### config.mk
export PLATFORM = sky130hd
export DESIGN_NAME = cdb_arbiter
export DESIGN_NICKNAME = d
export VERILOG_FILES = /design/src/rtl/cdb_arbiter_pkg.sv /design/src/rtl/cdb_src_fifo.sv /design/src/rtl/cdb_arbiter.sv
export SDC_FILE = /design/constraint.sdc
export NUM_CORES = 1
export LEC_CHECK = 0
export CAP_MARGIN = 25
export CELL_PAD_IN_SITES_DETAIL_PLACEMENT = 0
export CELL_PAD_IN_SITES_GLOBAL_PLACEMENT = 1
export CORE_MARGIN = 5
export CORE_UTILIZATION = 41
export DETAILED_ROUTE_END_ITERATION = 10
export PLACE_DENSITY = 0.82
export SLEW_MARGIN = 20
export SYNTH_ARGS = -nofsm -noshare
export SYNTH_HDL_FRONTEND = slang
export SYNTH_HIERARCHICAL = 1
export SYNTH_SLANG_ARGS = --single-unit
### constraint.sdc
create_clock -name clk -period 4.6 [get_ports clk]
set_input_delay 0.46 -clock clk [delete_from_list [all_inputs] [get_ports clk]]
set_output_delay 0.46 -clock clk [all_outputs]
set_load 0.01 [all_outputs]
### src/rtl/cdb_arbiter_pkg.sv
// Shared constants and helpers for the Common Data Bus arbiter.
// Source index constants name the fixed producers on the CDB.
package cdb_arbiter_pkg;

    localparam int CDB_SRC_ALU = 0;
    localparam int CDB_SRC_LSB = 1;

    localparam logic TRUE  = 1'b1;
    localparam logic FALSE = 1'b0;

    typedef enum logic [0:0] {
        SRC_ALU = 1'b0,
        SRC_LSB = 1'b1
    } cdb_src_e;

    // Width of a source index; at least one bit even for a single source.
    function automatic int cdb_idx_w(input int n);
        return (n > 1) ? $clog2(n) : 1;
    endfunction

endpackage

### src/rtl/cdb_src_fifo.sv
// Per-source result FIFO: absorbs results that lose CDB arbitration.
// Pointers carry one extra wrap bit so full and empty are distinguishable.
module cdb_src_fifo
    import cdb_arbiter_pkg::*;
#(
    parameter int DEPTH = 2,
    parameter int WIDTH = 36
) (
    input  logic             clk,
    input  logic             rst,
    input  logic             clear_i,
    input  logic             push_i,
    input  logic             pop_i,
    input  logic [WIDTH-1:0] wdata_i,
    output logic [WIDTH-1:0] rdata_o,
    output logic             full_o,
    output logic             empty_o
);

    localparam int AW = $clog2(DEPTH);

    logic [AW:0]      wptr_q;
    logic [AW:0]      rptr_q;
    logic [WIDTH-1:0] mem_q [DEPTH];
    logic             push_ok;
    logic             pop_ok;

    assign push_ok = push_i && !full_o && !clear_i;
    assign pop_ok  = pop_i && !empty_o && !clear_i;

    // Pointer update; clear discards every buffered entry.
    always_ff @(posedge clk or posedge rst) begin
        if (rst) begin
            wptr_q <= '0;
            rptr_q <= '0;
        end else if (clear_i) begin
            wptr_q <= '0;
            rptr_q <= '0;
        end else begin
            if (push_ok) wptr_q <= wptr_q + 1'b1;
            if (pop_ok)  rptr_q <= rptr_q + 1'b1;
        end
    end

    // Entry storage; no reset needed since pointers qualify contents.
    always_ff @(posedge clk) begin
        if (push_ok) mem_q[wptr_q[AW-1:0]] <= wdata_i;
    end

    assign rdata_o = mem_q[rptr_q[AW-1:0]];
    assign empty_o = (wptr_q == rptr_q);
    assign full_o  = (wptr_q[AW] != rptr_q[AW]) && (wptr_q[AW-1:0] == rptr_q[AW-1:0]);

endmodule

### src/rtl/cdb_arbiter.sv
// Common Data Bus arbiter: one round-robin winner per cycle among the
// result sources, broadcast on a registered CDB.
// Optional feature macro: CDB_BYPASS_EN (empty-FIFO source may go straight
// to the broadcast register, giving 1-cycle latency).
module cdb_arbiter
    import cdb_arbiter_pkg::*;
#(
    parameter int NUM_SRC   = 2,
    parameter int DEPTH     = 2,
    parameter int ROB_TAG_W = 4,
    parameter int XLEN      = 32
) (
    input  logic                                          clk,
    input  logic                                          rst,
    input  logic                                          rdy_in,
    input  logic                                          clear_in,
    input  logic [NUM_SRC-1:0]                            src_valid_in,
    input  logic [NUM_SRC*ROB_TAG_W-1:0]                  src_tag_in,
    input  logic [NUM_SRC*XLEN-1:0]                       src_value_in,
    output logic [NUM_SRC-1:0]                            src_ready_out,
    output logic                                          cdb_valid_out,
    output logic [ROB_TAG_W-1:0]                          cdb_tag_out,
    output logic [XLEN-1:0]                               cdb_value_out,
    output logic [((NUM_SRC > 1) ? $clog2(NUM_SRC) : 1)-1:0] cdb_src_out
);

    localparam int SW = cdb_idx_w(NUM_SRC);
    localparam int EW = ROB_TAG_W + XLEN;

    logic [EW-1:0]        in_entry [NUM_SRC];
    logic [EW-1:0]        head     [NUM_SRC];
    logic [NUM_SRC-1:0]   full;
    logic [NUM_SRC-1:0]   empty;
    logic [NUM_SRC-1:0]   push;
    logic [NUM_SRC-1:0]   pop;
    logic [NUM_SRC-1:0]   cand;
    logic                 advance;
    logic                 grant_vld;
    logic [SW-1:0]        grant_idx;
    logic [EW-1:0]        win_entry;
    logic                 win_bypass;

    logic [SW-1:0]        rr_q;
    logic                 valid_q;
    logic [ROB_TAG_W-1:0] tag_q;
    logic [XLEN-1:0]      value_q;
    logic [SW-1:0]        src_q;

    assign advance       = rdy_in && !clear_in;
    assign src_ready_out = ~full;

    genvar g;
    generate
        for (g = 0; g < NUM_SRC; g++) begin : g_src
            assign in_entry[g] = {src_tag_in[g*ROB_TAG_W +: ROB_TAG_W],
                                  src_value_in[g*XLEN +: XLEN]};

            cdb_src_fifo #(
                .DEPTH (DEPTH),
                .WIDTH (EW)
            ) u_fifo (
                .clk     (clk),
                .rst     (rst),
                .clear_i (clear_in),
                .push_i  (push[g]),
                .pop_i   (pop[g]),
                .wdata_i (in_entry[g]),
                .rdata_o (head[g]),
                .full_o  (full[g]),
                .empty_o (empty[g])
            );
        end
    endgenerate

    // Candidate set: buffered sources, plus idle sources presenting a result when bypass is built in.
    always_comb begin
        for (int unsigned i = 0; i < NUM_SRC; i++) begin
`ifdef CDB_BYPASS_EN
            cand[i] = !empty[i] || (src_valid_in[i] && !full[i]);
`else
            cand[i] = !empty[i];
`endif
        end
    end

    // Round-robin search starting just after the last winner.
    always_comb begin
        int unsigned idx;
        idx       = 0;
        grant_vld = 1'b0;
        grant_idx = '0;
        for (int unsigned k = 1; k <= NUM_SRC; k++) begin
            idx = (int'(rr_q) + k) % NUM_SRC;
            if (!grant_vld && cand[idx]) begin
                grant_vld = 1'b1;
                grant_idx = SW'(idx);
            end
        end
    end

    // Winner data and FIFO strobes; a bypassed result is never written to its FIFO.
    always_comb begin
        win_entry  = head[grant_idx];
        win_bypass = 1'b0;
`ifdef CDB_BYPASS_EN
        if (empty[grant_idx]) begin
            win_entry  = in_entry[grant_idx];
            win_bypass = 1'b1;
        end
`endif
        for (int unsigned i = 0; i < NUM_SRC; i++) begin
            pop[i]  = advance && grant_vld && (grant_idx == SW'(i)) && !empty[i];
            push[i] = advance && src_valid_in[i] && !full[i]
                      && !(grant_vld && (grant_idx == SW'(i)) && win_bypass);
        end
    end

    // Broadcast register and round-robin pointer; clear wins over rdy.
    always_ff @(posedge clk or posedge rst) begin
        if (rst) begin
            valid_q <= 1'b0;
            tag_q   <= '0;
            value_q <= '0;
            src_q   <= '0;
            rr_q    <= SW'(NUM_SRC - 1);
        end else if (clear_in) begin
            valid_q <= 1'b0;
        end else if (rdy_in) begin
            valid_q <= grant_vld;
            if (grant_vld) begin
                tag_q   <= win_entry[EW-1:XLEN];
                value_q <= win_entry[XLEN-1:0];
                src_q   <= grant_idx;
                rr_q    <= grant_idx;
            end
        end
    end

    assign cdb_valid_out = valid_q;
    assign cdb_tag_out   = tag_q;
    assign cdb_value_out = value_q;
    assign cdb_src_out   = src_q;

endmodule

==> results of run 1 <==
==> per-layer routing <==
layer | wire length (µm) | GRT usage [%] | part of all wire [%]
met1 | 7050 | 20.3 | 42
met2 | 8920 | 27.4 | 53
met3 | 717 | 3.83 | 4.2
met4 | 218 | 5.79 | 1.3
met5 | 0 | 0 | 0
==> state kept, by name (all words and copies together), names as in the netlist <==
signal               count
g_src.u_fifo/mem_q     144
cdb_value_out           32
cdb_tag_out              4
g_src.u_fifo/rptr_q      4
g_src.u_fifo/wptr_q      4
cdb_src_out              1
cdb_valid_out            1
rr_q                     1
==> worst max-delay path, cell delays in order, from the launching register on <==
cell	delay [ns]
dfrtp_2	0.34
buf_4	0.47
xor2_1	0.23
nor2_1	0.06
inv_1	0.09
and3_1	0.23
nand2_1	0.14
a211oi_4	0.77
buf_12	0.27
==> report_power, final <==
group | switching [mW] | internal, mW | total, mW
Combinational | 0.291 | 0.435 | 0.727
Clock | 0.600 | 0.767 | 1.37
Sequential | 0.0950 | 2.00 | 2.10
Total | 0.987 | 3.21 | 4.19
==> cell families (layout without fill, tap and decap cells) <==
family / count (synthesis) / after routing / share of synthesized area (%)
AO/OA/AOI/OAI: 90 / 90 / 10.4
XOR/XNOR: 6 / 6 / 0.891
buffers and inverters: 31 / 166 / 2.44
flip-flops: 191 / 191 / 72.6
multiplexers: 72 / 72 / 10.7
AND/OR/NAND/NOR: 43 / 43 / 3.05
==> synth_stat cells (6+ instances only) <==
cell,number
edfxtp_1,144
mux2_2,72
dfrtp_1,46
a221o_1,36
a21boi_0,29
buf_2,16
nand2_1,15
nor2_1,12
a21boi_1,7
inv_1,7
buf_6,6
==> through the flow <==
stage	total power [mW]	util [%]	area (µm²)	setup WS, ns
after floorplan	2.43	-	7580	0.0769
after global placement	2.84	49.7	8990	1.41
after detailed placement	2.87	49.7	8990	1.29
after CTS	4.23	52.7	9540	1.62
after global routing	4.36	53.0	9580	1.44
final	4.19	53.0	9580	1.66
==> worst max-delay path by stage <==
| stage | from | to | slack, ns | cells past startpoint |
|---|---|---|---|---|
| 2_1_floorplan | g_src[0].u_fifo/rptr_q[0] | g_src[0].u_fifo/mem_q[1][0] | 0.08 | 8 |
| 3_5_place_dp | clear_in | g_src[1].u_fifo/mem_q[1][13] | 1.29 | 7 |
| 5_1_grt | g_src[1].u_fifo/rptr_q[0] | g_src[1].u_fifo/mem_q[1][1] | 1.44 | 8 |
| 6_report | g_src[1].u_fifo/rptr_q[0] | g_src[1].u_fifo/mem_q[1][1] | 1.66 | 8 |
| 4_1_cts | g_src[1].u_fifo/rptr_q[0] | g_src[1].u_fifo/mem_q[1][1] | 1.62 | 8 |
| 3_3_place_gp | clear_in | g_src[1].u_fifo/mem_q[1][1] | 1.41 | 7 |
==> layout make-up <==
class	instances	area [µm²]	share of cell area, %
tap	229	287	2.99
inverter	7	26.3	0.274
clock buffer	20	457	4.77
clock inverter	12	92.6	0.967
multi-input combinational	211	1930	20.1
timing repair buffer	127	1280	13.4
sequential	191	5500	57.5
==> results.toml, run 1 <==
[floorplanning]
num_io_pins = 118
dieArea_mm2 = 0.0213
die_x_um = 146
die_h_um = 146
rows = 49
start_util_pct = 41.9
core_area_mm2 = 0.0181

[global_routing]
grt_overflow = 0
grt_start_max_net_pins = 45
globalRouteTotalUtil_pct = 16.1
grt_pass1_wl_mm = 26.4
antenna_found_initial = 0
grt_pass1_vias = 4765

[power_and_ir_drop]
power_density_mw_per_mm2 = 438
peakVddDrop_mv = 0.276
p_leak_nw = 3.36

[synthesis]
syn-cell-area_mm2 = 0.00758
syn_nets = 511
ys_ff_latch = 191
yosysSeqAreaShare_pct = 72.6
synth_async_sr_flop_share_pct = 24.6
post_synth.cell_area_avg_um2 = 17.5
synth_top_area_share_pct = 57.0
ys.flop_type = "edfxtp_1"
synth-edff-count = 144
yosys.area.top_type = "edfxtp_1"
synth.distinct_cells = 33
syn_inst = 433
yosys_warnings = 6
synth.area.top_cells = "edfxtp_1 57%, dfrtp_1 15%, mux2_2 11%, a221o_1 4.8%, a21boi_0 2.9%"

[drt]
drtPass1Iterations = 4
vias_per_cell = 5.39
vias = 4295
drc = 0
drtAntennaViolNets = 0
wl_per_cell_um = 21.2
drt-initial-drc-count = 229
drt-total-wl_mm = 16.9

[sta]
rsz0062_at_grt = "false"
skew_ns = 0.0101
fin_tns_setup_ns = 0
worst_pin_slew_ns = 0.943
fin_crit_ns = 2.94
setup_viol = 0
holdWs_ns = 0.324
relSlewSlack_pct = 36.9
period_share_pct = 64.0
fmax_mhz = 340
hold_viol_final = 0
slew_viol_final = 0

[finish]
antenna_cells = 0
final_common_cell = "edfxtp_1"
fillers = 1432
nets = 633
instances_no_fill = 797
drive_above_1_share_pct = 23.1
area_growth_pct = 26.3
layout_common_cells = "144 x edfxtp_1, 117 x clkdlybuf4s50_1, 72 x mux2_2"

[clock_tree]
cts_resized = 0
root_buffer = "clkbuf_16"
clk_latency_ns = 0.43
postCtsHoldBufs = 0
clk_pin_slew_ns = 0.07
cts_tree = "done"
cts_sinks = 191
cts_buffers = 17
post_cts_buffers = 0
ctsLongestPathBuffers = 2
htree_levels = 4

[place]
routabilityCongestion = 0.755
io_buffer_count = 117
hpwl_mm = 11.0
dp_cells = 763

[setup_path]
reg2reg_from = "g_src[1].u_fifo/rptr_q[0]"
r2r_cells = 8
crit_path_start_kind = "register"
crit_type = "reg2reg"
reg2reg_slack_ns = 1.66
r2r-end = "g_src[1].u_fifo/mem_q[1][1]"
critPathArrivalTime_ns = 3.07
worstPathRequired_ns = 4.73
crit_fanout = 44
end_kind = "register"

[flow_run]
max-cap-violations = 0

[hold_path]
hp-class = "in2async"

[run_status]
outcome = "complete, no violations"
Note: power is estimated with default switching activity, not from simulation.
==> run 2: changes to the inputs <==
Clock period 4.6 ns to 2.5 ns, I/O delays scaled along.
==> results.toml, run 2 (synthesis gave the netlist of run 1 again) <==
[clock_tree]
cts_buffers = 17
postCtsHoldBufs = 0
clk_latency_ns = 0.43
cts_sinks = 191
cts_resized = 0
post_cts_buffers = 0
ctsLongestPathBuffers = 2
clk_pin_slew_ns = 0.07
htree_levels = 4
cts_tree = "done"
root_buffer = "clkbuf_16"

[finish]
antenna_cells = 0
drive_above_1_share_pct = 25.5
largest_reg_flops = 144
nets = 646
final_common_cell = "edfxtp_1"
utilization_pct = 53.7
area_growth_pct = 28.0
layout_common_cells = "144 x edfxtp_1, 117 x clkdlybuf4s50_1, 72 x mux2_2"
fillers = 1377

[sta]
rsz0062_at_grt = "false"
period_share_pct = 87.9
skew_ns = 0.00629
hold_viol_final = 0
fmax_mhz = 455
relSlewSlack_pct = 53.3
slew_viol_final = 0
fin_crit_ns = 2.20
setup_ws_ns = 0.302
worst_pin_slew_ns = 0.700
setup_viol = 0

[floorplanning]
dieArea_mm2 = 0.0213
num_io_pins = 118
rows = 49
start_util_pct = 41.9
die_x_um = 146
core_area_mm2 = 0.0181
die_h_um = 146

[setup_path]
reg2reg_slack_ns = 0.38
critPathArrivalTime_ns = 1.95
crit_fanout = 7
cp-startpoint = "g_src[1].u_fifo/wptr_q[0]"
crit_type = "reg2out"
crit_path_start_kind = "register"
worstPathRequired_ns = 2.25
path_delay_family = "buffers and inverters"
reg2reg_from = "g_src[0].u_fifo/wptr_q[1]"
cp_num_buf_inv = 2
crit_slowest_cell = "clkdlybuf4s50_1"
end_kind = "output pin"
r2r_cells = 6
path_cells = "xor2_1 -> nor2_1 -> inv_1 -> clkdlybuf4s50_1"
crit_cells = 4
critPathMaxStageDelay_ns = 0.56

[drt]
vias_per_cell = 5.28
drc = 0
drt-total-wl_mm = 16.8
drtPass1Iterations = 4
vias = 4276
wl_per_cell_um = 20.8
drt-initial-drc-count = 236
drtAntennaViolNets = 0

[global_routing]
grt_pass1_vias = 4680
globalRouteTotalUtil_pct = 16.3
grt_overflow = 0
grt_pass1_wl_mm = 26.5
grt_start_max_net_pins = 44
antenna_found_initial = 0

[power_and_ir_drop]
report.power.total_mw = 7.75
power_density_mw_per_mm2 = 799
p_leak_nw = 3.46
peakVddDrop_mv = 0.510

[place]
io_buffer_count = 117
dpl_worst_slack_ns = 0.282
hpwl_mm = 11.5
routabilityCongestion = 0.770

[hold_path]
hp-class = "in2async"

[flow_run]
max-cap-violations = 0

[run_status]
outcome = "complete, no violations"
[run 2: cell types whose count changed in the layout (fill, tap and decap cells not counted), moves of 2 or more]
cell and change:
and3_1 -2, clkinv_2 -2, inv_6 +2, clkinv_4 +3, and3_4 +2, nand2_1 -2
buf_4 +13, nand2_4 +2, clkinv_1 -2
[run 2: path summary, 6_finish.rpt]
| path | to |
|---|---|
| max | src_ready_out[1] |
| min | g_src[1].u_fifo/wptr_q[0] |
| max reg2reg | cdb_value_out[29] |
| min reg2reg | rr_q |
| max in group asynchronous | cdb_value_out[21] |
| min in group clk | g_src[0].u_fifo/mem_q[1][3] |
[run 2: metrics by stage]
stage          setup TNS [ns]  std cells  hold slack, ns  cell area (µm²)
2_1_floorplan           -6.61        433          0.0161             7660
3_3_place_gp                0        778           0.510             9150
3_5_place_dp                0        778           0.528             9150
4_1_cts                     0        810           0.126             9710
5_1_grt                     0        810           0.151             9710
6_report                    0        810           0.142             9710
[run 2: worst reg2reg max path, stage by stage (launching register included)]
cell	delay, ns
dfrtp_1	0.46
xor2_2	0.25
nor2_1	0.37
nand2_2	0.33
buf_12	0.27
a21boi_0	0.24
a221o_1	0.15
[run 2: cell type report]
type / instances / area, µm² / share of cell area [%]
flip-flops and latches: 191 / 5500 / 56.7
multi-input cells: 211 / 1950 / 20.1
repair buffers: 140 / 1380 / 14.2
clock buffers: 20 / 447 / 4.60
well taps: 229 / 287 / 2.95
clock inverters: 12 / 111 / 1.15
inverters: 7 / 26.3 / 0.271
[run 2: where the power goes]
group | total, mW | internal (mW) | switching [mW] | leakage [nW]
Combinational | 1.35 | 0.816 | 0.530 | 1.28
Sequential | 3.86 | 3.69 | 0.172 | 1.90
Clock | 2.55 | 1.41 | 1.14 | 0.279
[run 2: layer usage]
| metal | global-route usage [%] | share of wire [%] | up-vias |
|---|---|---|---|
| li1 | - | - | 1958 |
| met1 | 21.8 | 44 | 2179 |
| met2 | 26.7 | 50 | 127 |
| met3 | 3.92 | 4.5 | 12 |
| met5 | 0 | 0 | - |
| met4 | 4.94 | 0.88 | 0 |
==> run 3: changes to the inputs <==
Settings changed: CORE_ASPECT_RATIO set to 0.6, TNS_END_PERCENT set to 100.
Clock period 2.5 ns to 1.9 ns, I/O delays scaled along.
==> results.toml, run 3 (synthesis gave the netlist of run 1 again) <==
[run_status]
outcome = "finished, violations left"
violations = "negative setup slack"

[sta]
slew_viol_final = 0
rsz0062_at_grt = "true"
skew_ns = 0.0106
hold_viol_final = 0
fmax_mhz = 523
worst_pin_slew_ns = 0.525
setup_viol = 15
setup_ws_ns = -0.0135
period_share_pct = 101
fin_crit_ns = 1.91
relSlewSlack_pct = 64.9
fin_tns_setup_ns = -0.102
holdWs_ns = 0.0962

[floorplanning]
rows = 38
die_x_um = 186
core_area_mm2 = 0.0181
start_util_pct = 41.9
dieArea_mm2 = 0.0214
die_h_um = 115
num_io_pins = 118

[drt]
drtPass1Iterations = 5
vias = 4597
drc = 0
drtAntennaViolNets = 0
vias_per_cell = 5.39
drt-initial-drc-count = 328
wl_per_cell_um = 21.0
drt-total-wl_mm = 17.9

[setup_path]
crit_slowest_cell = "dfrtp_1"
reg2reg_slack_ns = -0.01
crit_path_start_kind = "register"
r2r-end = "g_src[0].u_fifo/mem_q[1][2]"
end_kind = "register"
reg2reg_from = "g_src[0].u_fifo/rptr_q[1]"
r2r_cells = 8
critPathMaxStageDelay_ns = 0.42
cp-startpoint = "g_src[0].u_fifo/rptr_q[1]"
worstSetupEndpoint = "g_src[0].u_fifo/mem_q[1][2]"
critPathArrivalTime_ns = 2.05
worstPathRequired_ns = 2.04
crit_type = "reg2reg"
crit_fanout = 5
path_cells = "xnor2_2 -> nor2_1 -> inv_1 -> and3_4 -> nand2_4 -> a211oi_4 -> buf_6 -> clkbuf_16"

[global_routing]
grt_overflow = 0
use_met1_pct = 26.1
grt_use_met2_pct = 24.9
antenna_found_initial = 0
grt_pass1_wl_mm = 27.6
grt_pass1_vias = 4708
globalRouteTotalUtil_pct = 17.3
grt_start_max_net_pins = 44
grt-busiest-layer = "met1"
grt_use_met3_pct = 5.31

[finish]
antenna_cells = 0
nets = 678
final_area_mm2 = 0.0102
drive_above_1_share_pct = 31.3
multi_input_area_mm2 = 0.00201
fillers = 1363
layout_common_cells = "144 x edfxtp_1, 115 x clkdlybuf4s50_1, 72 x mux2_2"
final_common_cell = "edfxtp_1"
largest_reg_flops = 144
area_growth_pct = 35.1
register_area_mm2 = 0.00551

[power_and_ir_drop]
peakVddDrop_mv = 0.601
report.power.total_mw = 10.5
power_density_mw_per_mm2 = 1030
p_leak_nw = 3.68

[flow_run]
max-cap-violations = 0

[clock_tree]
cts_buffers = 17
htree_levels = 4
ctsLongestPathBuffers = 2
clk_pin_slew_ns = 0.07
clk_latency_ns = 0.43
cts_tree = "done"
cts_sinks = 191
root_buffer = "clkbuf_16"

[place]
routabilityCongestion = 0.821
hpwl_mm = 11.8
io_buffer_count = 117
placed_area_mm2 = 0.00937

[hold_path]
hp-class = "in2async"
-- run 3: cell count changes in the layout (fill, tap and decap cells not counted), sizes merged --
cell           before  now
clkdlybuf4s50     117  115
buf                23   54
clkinvlp            0    1
clkinv              8    4
dlygate4sd2         0    2
clkbuf             20   18
inv                10   15
bufinv              1    2
-- run 3: where the power goes --
part / switching [mW] / internal [mW] / leakage (nW)
Clock: 1.60 / 1.99 / 0.292
Sequential: 0.233 / 4.85 / 1.89
Combinational: 0.727 / 1.11 / 1.49
-- run 3: area by class of cell --
type                       count  area share, %
sequential                   191           53.8
multi-input combinational    211           19.7
timing repair buffer         172           17.6
clock buffer                  17           4.15
tap                          240           2.93
clock inverter                15           1.67
inverter                       7          0.257
-- run 3: layer usage --
layer / vias up / part of all wire [%]
li1: 2034 / -
met1: 2320 / 46
met2: 228 / 43
met3: 15 / 10
met4: 0 / 0.70
met5: - / 0
-- run 3: per-stage QoR --
stage,instances,util (%),setup slack (ns)
2_1_floorplan,433,-,-0.692
3_3_place_gp,803,51.7,-0.0883
3_5_place_dp,803,51.7,-0.103
4_1_cts,846,56.1,-0.0618
5_1_grt,853,56.5,-0.0658
6_report,853,56.5,-0.0135
-- run 3: worst min-delay path by stage --
stage / startpoint / end / slack [ns] / cells past startpoint
floorplan: rst / g_src[0].u_fifo/rptr_q[0] / -0.04 / 1
global placement: cdb_valid_out / cdb_valid_out / 0.47 / 2
detailed placement: cdb_valid_out / cdb_valid_out / 0.49 / 2
CTS: rst / g_src[1].u_fifo/wptr_q[0] / 0.08 / 2
global route: rst / g_src[1].u_fifo/wptr_q[0] / 0.1 / 2
finish: rst / g_src[1].u_fifo/wptr_q[0] / 0.1 / 2
-- run 3: what timing repair did --
item                       in CTS  in global routing
hold endpoints to repair        0                  0
setup buffers                   8                  8
setup endpoints to repair      58                124
hold buffers                    0                  0
pin swaps                       6                 12
resized for setup              17                 11
gates cloned                    3                  2
-- run 3: worst max-delay path, delay by kind of cell (launching register included) --
| family | cells | cell delay, ns |
|---|---|---|
| flip-flops | 1 | 0.42 |
| buffers and inverters | 3 | 0.42 |
| XOR/XNOR | 1 | 0.20 |
| AND/OR/NAND/NOR | 3 | 0.37 |
| AO/OA/AOI/OAI | 1 | 0.23 |
